[config.mk]
export PLATFORM = sky130hd
export DESIGN_NAME = ysyx_23060025_axi_wr_master
export DESIGN_NICKNAME = d
export VERILOG_FILES = /design/src/rtl/ysyx_23060025_axi_wr_master.sv
export SDC_FILE = /design/constraint.sdc
export NUM_CORES = 1
export LEC_CHECK = 0
export CORE_ASPECT_RATIO = 0.75
export CORE_MARGIN = 3
export CORE_UTILIZATION = 42
export CTS_BUF_LIST = sky130_fd_sc_hd__clkbuf_8 sky130_fd_sc_hd__clkbuf_16
export CTS_CLUSTER_DIAMETER = 60
export CTS_CLUSTER_SIZE = 28
export DETAILED_ROUTE_END_ITERATION = 7
export PLACE_DENSITY_LB_ADDON = 0.25
export SKIP_CTS_REPAIR_TIMING = 1
export SLEW_MARGIN = 20
export SYNTH_ARGS = -nofsm -noshare
export SYNTH_HDL_FRONTEND = slang
export SYNTH_SLANG_ARGS = --single-unit
[constraint.sdc]
create_clock -name clock -period 3.7 [get_ports clock]
set_clock_uncertainty 0.15 [all_clocks]
set_input_delay 0.74 -clock clock [delete_from_list [all_inputs] [get_ports clock]]
set_output_delay 0.74 -clock clock [all_outputs]
set_load 0.02 [all_outputs]
[src/rtl/ysyx_23060025_axi_wr_master.sv]
// AXI-lite style write initiator: one store in flight, AW and W issued together,
// the B response (or a forced timeout error) is reported as a single done pulse.
module ysyx_23060025_axi_wr_master #(
  parameter int DATA_LEN = 32,
  parameter int TIMEOUT  = 255
) (
  input  logic                  clock,
  input  logic                  reset,
  input  logic                  req_valid_i,
  output logic                  req_ready_o,
  input  logic [DATA_LEN-1:0]   req_addr_i,
  input  logic [DATA_LEN-1:0]   req_data_i,
  input  logic [DATA_LEN/8-1:0] req_strb_i,
  output logic [DATA_LEN-1:0]   addr_w_addr_o,
  output logic                  addr_w_valid_o,
  input  logic                  addr_w_ready_i,
  output logic [DATA_LEN-1:0]   w_data_o,
  output logic [DATA_LEN/8-1:0] w_strb_o,
  output logic                  w_valid_o,
  input  logic                  w_ready_i,
  input  logic [1:0]            bkwd_resp_i,
  input  logic                  bkwd_valid_i,
  output logic                  bkwd_ready_o,
  output logic                  done_o,
  output logic [1:0]            resp_o,
  output logic                  timeout_o
);

  localparam int STRB_W = DATA_LEN / 8;
  // A zero TIMEOUT still gets a 1-bit counter so the declarations stay legal.
  localparam int CNT_W = (TIMEOUT > 0) ? $clog2(TIMEOUT + 1) : 1;
  localparam logic [CNT_W-1:0] CNT_LAST = (TIMEOUT > 0) ? CNT_W'(TIMEOUT - 1) : {CNT_W{1'b0}};
  localparam bit TO_EN = (TIMEOUT > 0);

  localparam logic [1:0] IDLE      = 2'd0;
  localparam logic [1:0] SEND      = 2'd1;
  localparam logic [1:0] WAIT_RESP = 2'd2;

  localparam logic [1:0] RESP_SLVERR = 2'b10;

  logic [1:0]          state_q,    state_d;
  logic                aw_valid_q, aw_valid_d;
  logic                w_valid_q,  w_valid_d;
  logic                aw_done_q,  aw_done_d;
  logic                w_done_q,   w_done_d;
  logic [DATA_LEN-1:0] addr_q,     addr_d;
  logic [DATA_LEN-1:0] data_q,     data_d;
  logic [STRB_W-1:0]   strb_q,     strb_d;
  logic [1:0]          resp_q,     resp_d;
  logic                done_q,     done_d;
  logic                timeout_q,  timeout_d;
  logic [CNT_W-1:0]    cnt_q,      cnt_d;
  logic                aw_hs;
  logic                w_hs;

  // Next-state and next-output computation for the single outstanding store.
  always_comb begin
    state_d    = state_q;
    aw_valid_d = aw_valid_q;
    w_valid_d  = w_valid_q;
    aw_done_d  = aw_done_q;
    w_done_d   = w_done_q;
    addr_d     = addr_q;
    data_d     = data_q;
    strb_d     = strb_q;
    resp_d     = resp_q;
    done_d     = 1'b0;
    timeout_d  = timeout_q;
    cnt_d      = cnt_q;
    aw_hs      = aw_valid_q & addr_w_ready_i;
    w_hs       = w_valid_q & w_ready_i;

    case (state_q)
      IDLE: begin
        if (req_valid_i) begin
          addr_d     = req_addr_i;
          data_d     = req_data_i;
          strb_d     = req_strb_i;
          aw_valid_d = 1'b1;
          w_valid_d  = 1'b1;
          aw_done_d  = 1'b0;
          w_done_d   = 1'b0;
          state_d    = SEND;
        end else begin
          state_d = IDLE;
        end
      end

      SEND: begin
        if (aw_hs) begin
          aw_valid_d = 1'b0;
          aw_done_d  = 1'b1;
        end else begin
          aw_valid_d = aw_valid_q;
        end
        if (w_hs) begin
          w_valid_d = 1'b0;
          w_done_d  = 1'b1;
        end else begin
          w_valid_d = w_valid_q;
        end
        // A channel counts as done either from its flag or from this cycle's handshake.
        if ((aw_done_q | aw_hs) & (w_done_q | w_hs)) begin
          state_d = WAIT_RESP;
          cnt_d   = {CNT_W{1'b0}};
        end else begin
          state_d = SEND;
        end
      end

      WAIT_RESP: begin
        cnt_d = cnt_q + CNT_W'(1);
        if (bkwd_valid_i) begin
          resp_d    = bkwd_resp_i;
          timeout_d = 1'b0;
          done_d    = 1'b1;
          state_d   = IDLE;
        end else if (TO_EN && (cnt_q == CNT_LAST)) begin
          resp_d    = RESP_SLVERR;
          timeout_d = 1'b1;
          done_d    = 1'b1;
          state_d   = IDLE;
        end else begin
          state_d = WAIT_RESP;
        end
      end

      default: begin
        state_d    = IDLE;
        aw_valid_d = 1'b0;
        w_valid_d  = 1'b0;
      end
    endcase
  end

  // State and output registers; reset aborts any transaction in flight.
  always_ff @(posedge clock or posedge reset) begin
    if (reset) begin
      state_q    <= IDLE;
      aw_valid_q <= 1'b0;
      w_valid_q  <= 1'b0;
      aw_done_q  <= 1'b0;
      w_done_q   <= 1'b0;
      addr_q     <= {DATA_LEN{1'b0}};
      data_q     <= {DATA_LEN{1'b0}};
      strb_q     <= {STRB_W{1'b0}};
      resp_q     <= 2'b00;
      done_q     <= 1'b0;
      timeout_q  <= 1'b0;
      cnt_q      <= {CNT_W{1'b0}};
    end else begin
      state_q    <= state_d;
      aw_valid_q <= aw_valid_d;
      w_valid_q  <= w_valid_d;
      aw_done_q  <= aw_done_d;
      w_done_q   <= w_done_d;
      addr_q     <= addr_d;
      data_q     <= data_d;
      strb_q     <= strb_d;
      resp_q     <= resp_d;
      done_q     <= done_d;
      timeout_q  <= timeout_d;
      cnt_q      <= cnt_d;
    end
  end

  assign req_ready_o    = (state_q == IDLE);
  assign bkwd_ready_o   = (state_q == WAIT_RESP);
  assign addr_w_addr_o  = addr_q;
  assign addr_w_valid_o = aw_valid_q;
  assign w_data_o       = data_q;
  assign w_strb_o       = strb_q;
  assign w_valid_o      = w_valid_q;
  assign done_o         = done_q;
  assign resp_o         = resp_q;
  assign timeout_o      = timeout_q;

endmodule

==> flow_summary.yaml <==
pwr:
  leakage_nw: 2.21
  ir_worst_vdd_uv: 449
  power_density_nw_per_um2: 874
cts:
  clk_pin_slew_ns: 0.09
  clock_path_buffers: 2
  cts_tree: "yes"
  cts.sinks: 86
  htree_levels: 3
  clock_tree.root_cell: "clkbuf_8"
  numCtsBuffers: 9
  clk_latency_ns: 0.34
final_layout:
  regArea_um2: 2150
  diodes: 0
  area_growth_pct: 52.4
  drive_above_1_share: 0.225
  nFillCells: 566
  final_util: 0.686
  nets: 473
  multi_input_comb_area_um2: 1200
  fin_cells: 501
global_routing:
  gr-total-overflow: 0
  grt_pass1_wl_um: 13100
  grt_max_degree: 69
  grt_usage: 0.174
  first_global_vias: 2477
  antenna_found_initial: 0
setup_path:
  start_kind: "flop"
  cp_data_required_time_ns: 2.81
  endpoint_kind: "output port"
  critical_path.max_fanout: 13
  critPathArrivalTime_ns: 2.21
  worstSetupPathType: "reg2out"
detailed_routing:
  drtIter0Drc: 87
  wirelength_um: 8050
  vias: 2478
  vias_per_cell: 4.95
  ant_nets: 0
  firstDrtPassIters: 4
  routedWlPerCell_um: 16.1
  drc: 0
timing:
  hold_violations: 0
  fin_crit_sh: 0.837
  finalWorstSetupSlack_ns: 0.602
  drv_slew: 0
  rsz0062_at_grt: "no"
  fmax_mhz: 323
  whs_ns: 0.359
  timing.setup.tns_ns: 0
  tightest_slew_ns: 0.863
  setup_viol: 0
  slew_headroom: 0.424
  finalCriticalPeriod_ns: 3.10
placement:
  hpwl_um: 5970
  io_buffers: 151
  dp_slack_ns: 0.983
  placed_cells: 485
  gp_congestion: 0.784
floorplan:
  die-area_um2: 9360
  die_w_um: 111
  io-pin-count: 152
  die_h_um: 84.5
  fp.coreArea_um2: 7670
  initial_core_util: 0.450
  rows: 27
synth:
  synth-edff-count: 0
  yosysMostFrequentCell: "dfrtp_1"
  synthFlopType: "dfrtp_1"
  syn_nets: 319
  ys_warn_count: 0
  synth-async-reset-ratio: 1.00
  synthDominantCellAreaShare: 0.623
  ys_ff_latch: 86
  netlist_instances: 241
  ys_seq_area_frac: 0.623
  synthTopCellsByCount: "dfrtp_1, mux2_2, a21oi_1"
  netlist_top_cells_area: "dfrtp_1, mux2_2, a21oi_1"
  synth_area_per_cell_um2: 14.3
  synth_cell_types: 35
  synth_top_area_cell: "dfrtp_1"
  netlist_area_um2: 3450
job:
  drv_cap: 0
outcome:
  status: "finished, final reports clean"
worst_hold_path:
  hold_class: "reg2reg"
## per-stage QoR
step / area (um2) / total power [mW]
floorplan: 3450 / 2.93
global placement: 5080 / 3.98
detailed placement: 5080 / 4.04
CTS: 5260 / 4.65
global route: 5260 / 4.87
finish: 5260 / 4.60
## registers in the layout, indices dropped and copies added, names as in the netlist
name            cells
addr_w_addr_o      32
w_data_o           32
cnt_q               8
w_strb_o            4
resp_o              2
state_q             2
addr_w_valid_o      1
aw_done_q           1
done_o              1
timeout_o           1
w_done_q            1
w_valid_o           1
## logic make-up (layout without fill, tap and decap cells)
logic type | after synthesis | in the layout | share of synthesized area
xor+xnor | 2 | 2 | 0.00507
flops | 86 | 86 | 0.623
mux | 68 | 68 | 0.222
compound gates | 35 | 35 | 0.0681
simple gates | 27 | 27 | 0.0442
buf+inv | 21 | 180 | 0.0304
fa+ha+maj | 2 | 2 | 0.00725
## cells in the final DEF (no fill, tap or decap), drive strengths merged
cell type / netlist / layout
nand3: 3 / 3
o2bb2ai: 2 / 2
o21a: 1 / 1
nand2: 3 / 3
or3: 2 / 2
o21ai: 3 / 3
a31oi: 3 / 3
and4: 1 / 1
a21o: 2 / 2
ha: 2 / 2
nor2b: 1 / 1
nand4: 1 / 1
clkdlybuf4s50: 0 / 151
mux2: 68 / 68
inv: 10 / 10
clkinv: 0 / 4
a22o: 1 / 1
a211o: 3 / 3
nor2: 7 / 7
nor3: 1 / 1
dfrtp: 86 / 86
o211a: 3 / 3
xnor2: 2 / 2
nor4: 3 / 3
clkbuf: 1 / 10
nand2b: 2 / 2
clkinvlp: 0 / 2
a21oi: 11 / 11
buf: 10 / 3
o22ai: 3 / 3
nor4b: 1 / 1
and3: 1 / 1
a211oi: 3 / 3
nand3b: 1 / 1
## power by group
group / switching, mW / internal [mW] / leakage, nW
combinational: 1.10 / 1.26 / 1.09
clock: 0.334 / 0.266 / 0.0889
sequential: 0.254 / 1.38 / 1.03
total: 1.68 / 2.91 / 2.21
## final cells by class
cell class	instances	area share
clock buffer	10	0.0262
inverter	10	0.00737
tap	101	0.0240
clock inverter	6	0.00880
multi-input combinational	134	0.228
timing repair buffer	154	0.296
sequential	86	0.409
## worst max-delay path, stage by stage (launching register included)
cell and delay [ns]:
dfrtp_1 0.37, buf_4 0.18, nand2b_1 0.30, inv_1 0.33
clkdlybuf4s50_1 0.67
## per-layer routing
metal,vias up,global-route usage,wire (um)
met2,108,0.276,3800
met1,1189,0.244,3670
met5,-,0,0
li1,1175,-,-
met4,0,0.0302,51
met3,6,0.0490,533
## path summary, 6_finish.rpt
path	start	end	slack, ns	cells after the start
worst max-delay path	state_q[0]	bkwd_ready_o	0.60	4
worst min register to register	addr_w_addr_o[18]	addr_w_addr_o[18]	0.36	1
min in group asynchronous	reset	w_data_o[29]	0.70	2
worst max register to register	state_q[1]	addr_w_addr_o[21]	1.78	4
max in group asynchronous	reset	addr_w_addr_o[18]	2.00	3
worst min-delay path	addr_w_addr_o[18]	addr_w_addr_o[18]	0.36	1
Note: power is estimated with default switching activity, not from simulation.
